### src/rtl/regfile_wb_arbiter_pkg.sv
// Shared types and constants for the register-file writeback arbiter and its scoreboard.
package regfile_wb_arbiter_pkg;

  localparam int unsigned REG_IDX_W = 5;
  localparam int unsigned NUM_REGS  = 32;

  typedef enum logic [0:0] {
    A_PRIO,
    B_FORCE
  } arb_state_e;

  function automatic logic [NUM_REGS-1:0] idx_onehot(input logic [REG_IDX_W-1:0] idx);
    idx_onehot = NUM_REGS'(1) << idx;
  endfunction

endpackage

### src/rtl/regfile_scoreboard.sv
// Pending-write scoreboard: one bit per architectural register, x0 never pending.
module regfile_scoreboard
  import regfile_wb_arbiter_pkg::*;
(
  input  logic                 clk,
  input  logic                 rst_n,
  input  logic                 i_set,
  input  logic [REG_IDX_W-1:0] i_set_idx,
  input  logic                 i_clr,
  input  logic [REG_IDX_W-1:0] i_clr_idx,
  input  logic [REG_IDX_W-1:0] i_lkp0_idx,
  input  logic [REG_IDX_W-1:0] i_lkp1_idx,
  input  logic [REG_IDX_W-1:0] i_lkp2_idx,
  output logic [NUM_REGS-1:0]  o_pending,
  output logic                 o_lkp0_hit,
  output logic                 o_lkp1_hit,
  output logic                 o_lkp2_hit
);

  logic [NUM_REGS-1:0] r_pending;
  logic [NUM_REGS-1:0] w_set_mask;
  logic [NUM_REGS-1:0] w_clr_mask;
  logic [NUM_REGS-1:0] w_pending_d;

  assign w_set_mask = (i_set && (i_set_idx != '0)) ? idx_onehot(i_set_idx) : '0;
  assign w_clr_mask = i_clr ? idx_onehot(i_clr_idx) : '0;

  // Set is applied after clear so a same-index collision leaves the register pending.
  assign w_pending_d = ((r_pending & ~w_clr_mask) | w_set_mask) & ~NUM_REGS'(1);

  always_ff @(posedge clk or negedge rst_n) begin
    if (!rst_n) begin
      r_pending <= '0;
    end else begin
      r_pending <= w_pending_d;
    end
  end

  assign o_pending  = r_pending;
  assign o_lkp0_hit = r_pending[i_lkp0_idx];
  assign o_lkp1_hit = r_pending[i_lkp1_idx];
  assign o_lkp2_hit = r_pending[i_lkp2_idx];

endmodule

### src/rtl/regfile_wb_arbiter.sv
// Arbitrates the single register-file write port between the pipeline (A) and a
// long-latency unit (B), with starvation protection for B and a pending-register scoreboard.
module regfile_wb_arbiter
  import regfile_wb_arbiter_pkg::*;
#(
  parameter int unsigned STARVE_LIMIT = 4,
  parameter int unsigned XLEN         = 32
) (
  input  logic                 clk,
  input  logic                 rst_n,
  input  logic                 a_valid,
  output logic                 a_ready,
  input  logic [REG_IDX_W-1:0] a_rd,
  input  logic [XLEN-1:0]      a_data,
  input  logic                 b_valid,
  output logic                 b_ready,
  input  logic [REG_IDX_W-1:0] b_rd,
  input  logic [XLEN-1:0]      b_data,
  input  logic                 sb_set,
  input  logic [REG_IDX_W-1:0] sb_set_rd,
  input  logic [REG_IDX_W-1:0] chk_rs1,
  input  logic [REG_IDX_W-1:0] chk_rs2,
  input  logic [REG_IDX_W-1:0] chk_rd,
  output logic                 hazard,
  output logic                 wb_en,
  output logic [REG_IDX_W-1:0] rd_index,
  output logic [XLEN-1:0]      wb_data,
  output logic                 pipe_stall,
  output logic [NUM_REGS-1:0]  pending
);

  localparam int unsigned       CntW    = $clog2(STARVE_LIMIT + 1);
  localparam logic [CntW-1:0]   CntMax  = CntW'(STARVE_LIMIT);
  localparam logic [CntW-1:0]   CntTrip = CntW'(STARVE_LIMIT - 1);

  arb_state_e          r_state;
  logic [CntW-1:0]     r_starve_cnt;
  logic                r_wb_en;
  logic [REG_IDX_W-1:0] r_rd_index;
  logic [XLEN-1:0]     r_wb_data;

  logic w_a_ready;
  logic w_b_ready;
  logic w_a_acc;
  logic w_b_acc;
  logic w_b_wait;
  logic w_b_fwd;
  logic w_hit_rs1;
  logic w_hit_rs2;
  logic w_hit_rd;

  assign w_a_ready = (r_state == A_PRIO);
  assign w_b_ready = (r_state == B_FORCE) || !a_valid;
  assign w_a_acc   = a_valid && w_a_ready;
  assign w_b_acc   = b_valid && w_b_ready;
  assign w_b_wait  = (r_state == A_PRIO) && a_valid && b_valid;

  always_ff @(posedge clk or negedge rst_n) begin
    if (!rst_n) begin
      r_state      <= A_PRIO;
      r_starve_cnt <= '0;
    end else begin
      unique case (r_state)
        A_PRIO: begin
          if (w_b_acc) begin
            r_starve_cnt <= '0;
          end else if (w_b_wait) begin
            if (r_starve_cnt != CntMax) begin
              r_starve_cnt <= r_starve_cnt + CntW'(1);
            end
            if (r_starve_cnt == CntTrip) begin
              r_state <= B_FORCE;
            end
          end
        end
        B_FORCE: begin
          // B has the port for exactly one cycle: taken, or withdrawn.
          if (w_b_acc || !b_valid) begin
            r_state      <= A_PRIO;
            r_starve_cnt <= '0;
          end
        end
        default: begin
          r_state      <= A_PRIO;
          r_starve_cnt <= '0;
        end
      endcase
    end
  end

  always_ff @(posedge clk or negedge rst_n) begin
    if (!rst_n) begin
      r_wb_en    <= 1'b0;
      r_rd_index <= '0;
      r_wb_data  <= '0;
    end else if (w_a_acc) begin
      r_wb_en    <= (a_rd != '0);
      r_rd_index <= a_rd;
      r_wb_data  <= a_data;
    end else if (w_b_acc) begin
      r_wb_en    <= (b_rd != '0);
      r_rd_index <= b_rd;
      r_wb_data  <= b_data;
    end else begin
      r_wb_en    <= 1'b0;
    end
  end

  regfile_scoreboard u_scoreboard (
    .clk        (clk),
    .rst_n      (rst_n),
    .i_set      (sb_set),
    .i_set_idx  (sb_set_rd),
    .i_clr      (w_b_acc),
    .i_clr_idx  (b_rd),
    .i_lkp0_idx (chk_rs1),
    .i_lkp1_idx (chk_rs2),
    .i_lkp2_idx (chk_rd),
    .o_pending  (pending),
    .o_lkp0_hit (w_hit_rs1),
    .o_lkp1_hit (w_hit_rs2),
    .o_lkp2_hit (w_hit_rd)
  );

  // A B result accepted this cycle is not in the register file until next cycle.
  assign w_b_fwd = w_b_acc && (b_rd != '0) &&
                   ((b_rd == chk_rs1) || (b_rd == chk_rs2) || (b_rd == chk_rd));

  assign hazard     = w_hit_rs1 | w_hit_rs2 | w_hit_rd | w_b_fwd;
  assign a_ready    = w_a_ready;
  assign b_ready    = w_b_ready;
  assign pipe_stall = !w_a_ready;
  assign wb_en      = r_wb_en;
  assign rd_index   = r_rd_index;
  assign wb_data    = r_wb_data;

endmodule

### config.mk
export PLATFORM = sky130hd
export DESIGN_NAME = regfile_wb_arbiter
export DESIGN_NICKNAME = d
export VERILOG_FILES = /design/src/rtl/regfile_wb_arbiter_pkg.sv /design/src/rtl/regfile_scoreboard.sv /design/src/rtl/regfile_wb_arbiter.sv
export SDC_FILE = /design/constraint.sdc
export NUM_CORES = 1
export LEC_CHECK = 0
export BUFFER_PORTS_ARGS = -buffer_cell sky130_fd_sc_hd__buf_2
export CORE_UTILIZATION = 44
export CTS_BUF_LIST = sky130_fd_sc_hd__clkbuf_8 sky130_fd_sc_hd__clkbuf_16
export CTS_CLUSTER_DIAMETER = 120
export DETAILED_ROUTE_END_ITERATION = 7
export PLACE_DENSITY_LB_ADDON = 0.08
export REMOVE_ABC_BUFFERS = 1
export SLEW_MARGIN = 5
export SYNTH_ARGS = -nofsm -noshare
export SYNTH_HDL_FRONTEND = slang
export SYNTH_SLANG_ARGS = --single-unit
### constraint.sdc
create_clock -name clk -period 1.82 [get_ports clk]
set_input_delay 0.091 -clock clk [delete_from_list [all_inputs] [get_ports clk]]
set_output_delay 0.091 -clock clk [all_outputs]
set_load 0.1 [all_outputs]
==> impl_results.md <==
- Outcome: complete, but fails checks
- Failing checks: setup timing
- R2R cell count: 7
- Synth warn: 0
- Post-layout instance area: ~6400 um2
- Wire length on met2: 6.819 mm
- F_max: 385.1 MHz
- Reg-to-Reg End: u_scoreboard.o_pending[24]
- Layout Nets: 792
- #FFs+latches synth: between 70 and 80
- Row count: 35
- Worst-path clk slew: 100 ps
- Final Hold Fails: 0
- Via-to-Cell Ratio: between 5 and 6
- Slew HR: approximately 56%
- Synth Flop Type: dfrtp_1
- Final worst-path cycle share: 142.7%
- Area Growth Syn to Fin: 46.75%
- Initial DRC count: 296
- Grt total ovfl: 0
- Max Used Layer: met4
- EDFF count, synth: 0
- IO buf count: between 150 and 200
- Final Skew: 12.12 ps
- Synth Instances: 436
- Via count: 4558
- Syn avg cell area: between 9 and 10 um2
- Die width: 101.5 um
- RR Startpoint: pipe_stall
- Max_cap viols: 0
- First-pass GRT wire length: roughly 23 mm
- Worst Path Class, Setup: flip-flop to primary output
- Synth top area cells: dfrtp_1 42%, o21ai_0 10%, mux2i_1 9.6%, mux4_2 7.2%, nand2_1 4.9%
- Least-Margin Pin Slew: approximately 670 ps
- Die area: 10300 um2
- Final setup vio count: 1
- Synth top area share: 41.93%
- Lkg Pwr: 3.059 nW
- CP Max Fanout: 3
- Proportion of power drawn by combinational gates: a little over half
- Largest area contributor in the netlist: dfrtp_1
- Placed cell area: 5758 um2
- Antenna Nets Post-Route: 0
- Met1 Wirelength: 6.343 mm
- Cell-internal power: approximately 0.0036 W
- Switching Share: 51.08%
- Post-synthesis cell type count: 47
- Critical Path Source Type: flip-flop
- Clock buffer depth: 2
- Worst Path Required: around 1700 ps
- Setup slack, reg-to-reg: 100 ps
- Vias in the first global route: 4534
- # diodes: 0
- Tmin final: approximately 2600 ps
- CP top delay family: simple AND/OR/NAND/NOR gates
- Seq/Total Area, Yosys: 41.93%
- Crit. Startpoint: u_scoreboard.o_pending[30]
- WP depth: 7
- CTS Sinks: 73
- CTS tree: done
- GRT Overall Usage: 29.49%
- Power Dens Cells: 1164 nW/um2
- Share of cells above drive strength 1: approximately 40%
- Unrepaired setup endpoints after global routing: true
- Seq pwr share: 28.7%
- Wirelength per Cell: 17.80 um
- Post-Syn Area: about 4400 um2
- Num CTS Buffers: 9
- Cell Chain, Critical Path: buf_6 > mux4_2 > o211ai_1 > o221a_2 > nand4_1 > or4_4 > buf_12
- First drt pass iteration count: 5
- Most frequent cell after synthesis: o21ai_0
- Critical path arrival: 2510 ps
- Clk network pwr share: 18.4%
- Max rail drop VDD: approximately 0.7 mV
- Largest net degree at the start of global routing: 78
- Root buf cell: clkbuf_8
- Initial antenna violation count: 0
- PnR worst setup slack: -776.7 ps
- Largest stage delay on the critical path: 450 ps
- DPL Wire Length: 10.81 mm
- Detailed Route WL: roughly 15 mm
- Clock Latency Late Sink: 360 ps
- Post-synth ARST share: 100.0%
- Buf/Inv on CP: 2
- Placer Congestion: 0.9467
- Starting Density: 46.27%
- DRC viols: 0
- Crit-path slowest cell: mux4_2
- CP Capture Type: primary output
- Max-slew violations: 0
- Num ports: between 150 and 200
- CP Capture Point: hazard
- Hold Path Class: input port to flip-flop
- Top post-synthesis cells by count: 91 x o21ai_0, 73 x dfrtp_1, 57 x nand2_1
- Psw: 0.003801 W
- Setup WS pre-CTS: -584.8 ps
- H-tree levels: 3
- Core Area: around 9400 um2
- WL met3: 1.161 mm
- Die Height: 101.5 um
## final cells by class
| class | count | area (um2) |
|---|---|---|
| clock buffers | 9 | 123.9 |
| clock inverters | 7 | 85.08 |
| fillers | 781 | 3022 |
| inverters | 12 | 45.04 |
| multi-input cells | 321 | 2362 |
| flip-flops and latches | 73 | 1827 |
| well taps | 129 | 161.4 |
| repair buffers | 273 | 1789 |
## how the worst min path moves through the flow
| stage | from | to | slack [ps] | cells past startpoint |
|---|---|---|---|---|
| detailed placement | rst_n | wb_data[1] | 150 | 2 |
| floorplan | rst_n | pipe_stall | -200 | 0 |
| finish | b_data[17] | wb_data[17] | 20 | 3 |
| global route | b_data[17] | wb_data[17] | 20 | 3 |
| CTS | b_data[27] | wb_data[27] | 10 | 3 |
| global placement | rst_n | wb_data[1] | 150 | 2 |
## metal layers
layer / vias to the layer above / GRT usage, %
met2: 234 / 47.30
met3: 34 / 4.417
met5: - / 0
met1: 2196 / 40.61
li1: 2094 / -
met4: 0 / 11.04
## power groups by stage
stage	clock, W	sequential [W]	combinational [W]
6_report	0.00137	0.00214	0.00394
5_1_grt	0.00145	0.00217	0.00411
4_1_cts	0.00138	0.00213	0.00391
3_5_place_dp	0	0.00216	0.00381
3_3_place_gp	0	0.00213	0.00377
2_1_floorplan	0	0.00404	0.000796
## per-stage QoR
| step | hold slack, ps | util (%) | std cells | setup TNS, ps | total power, W |
|---|---|---|---|---|---|
| 2_1_floorplan | -204.6 | - | 406 | -149450 | 0.004834 |
| 3_3_place_gp | 151.6 | 61.16 | 768 | -564.8 | 0.005902 |
| 3_5_place_dp | 153.0 | 61.16 | 768 | -584.8 | 0.005962 |
| 4_1_cts | 13.19 | 67.69 | 822 | -791.7 | 0.007425 |
| 5_1_grt | 20.06 | 67.91 | 824 | -831.8 | 0.007731 |
| 6_report | 21.08 | 67.91 | 824 | -776.7 | 0.007443 |
## cells by family (layout without fill, tap and decap cells)
family / count (synthesis) / in the layout / share of synthesized area, %
other: 1 / 1 / 0.08607
buffers and inverters: 42 / 301 / 3.934
muxes: 66 / 66 / 21.88
AOI/OAI and AO/OA: 118 / 118 / 15.28
DFF: 73 / 73 / 41.93
and+or+nand+nor: 118 / 118 / 13.01
adders and majority gates: 3 / 3 / 0.8617
xor gates and xnor gates: 15 / 15 / 3.016
## registers in the layout, indices dropped and copies added (netlist names)
name                    count
wb_data                    32
rd_index                    5
wb_en                       1
r_starve_cnt                3
pipe_stall                  1
u_scoreboard.o_pending     31
## cell usage in the layout (no fill, tap or decap), types with 4 or more instances in the layout
cell,n
xnor2_1,13
nand3b_1,5
nand2_1,57
mux2i_1,42
buf_12,5
mux4_2,16
nand3_1,11
dfrtp_1,73
mux4_1,5
nand2b_1,6
clkbuf_8,9
dlygate4sd3_1,38
nor2_1,12
buf_2,170
o21ai_0,91
buf_4,58
o31ai_1,7
a21oi_1,4
nor2b_1,5
inv_1,11
## tightest hold or removal path: stages
cell,delay [ps]
buf_2,70
mux2i_1,50
o21ai_0,130
## repair_timing
item                                    in CTS  in global routing
endpoints found under the hold margin      110                  0
buffers inserted                             0                  2
pin swaps                                    4                  2
hold buffers                                38                  0
endpoints found under the setup margin       2                  4
gates resized for setup                      9                  4
(Power assumes the default switching activity.)
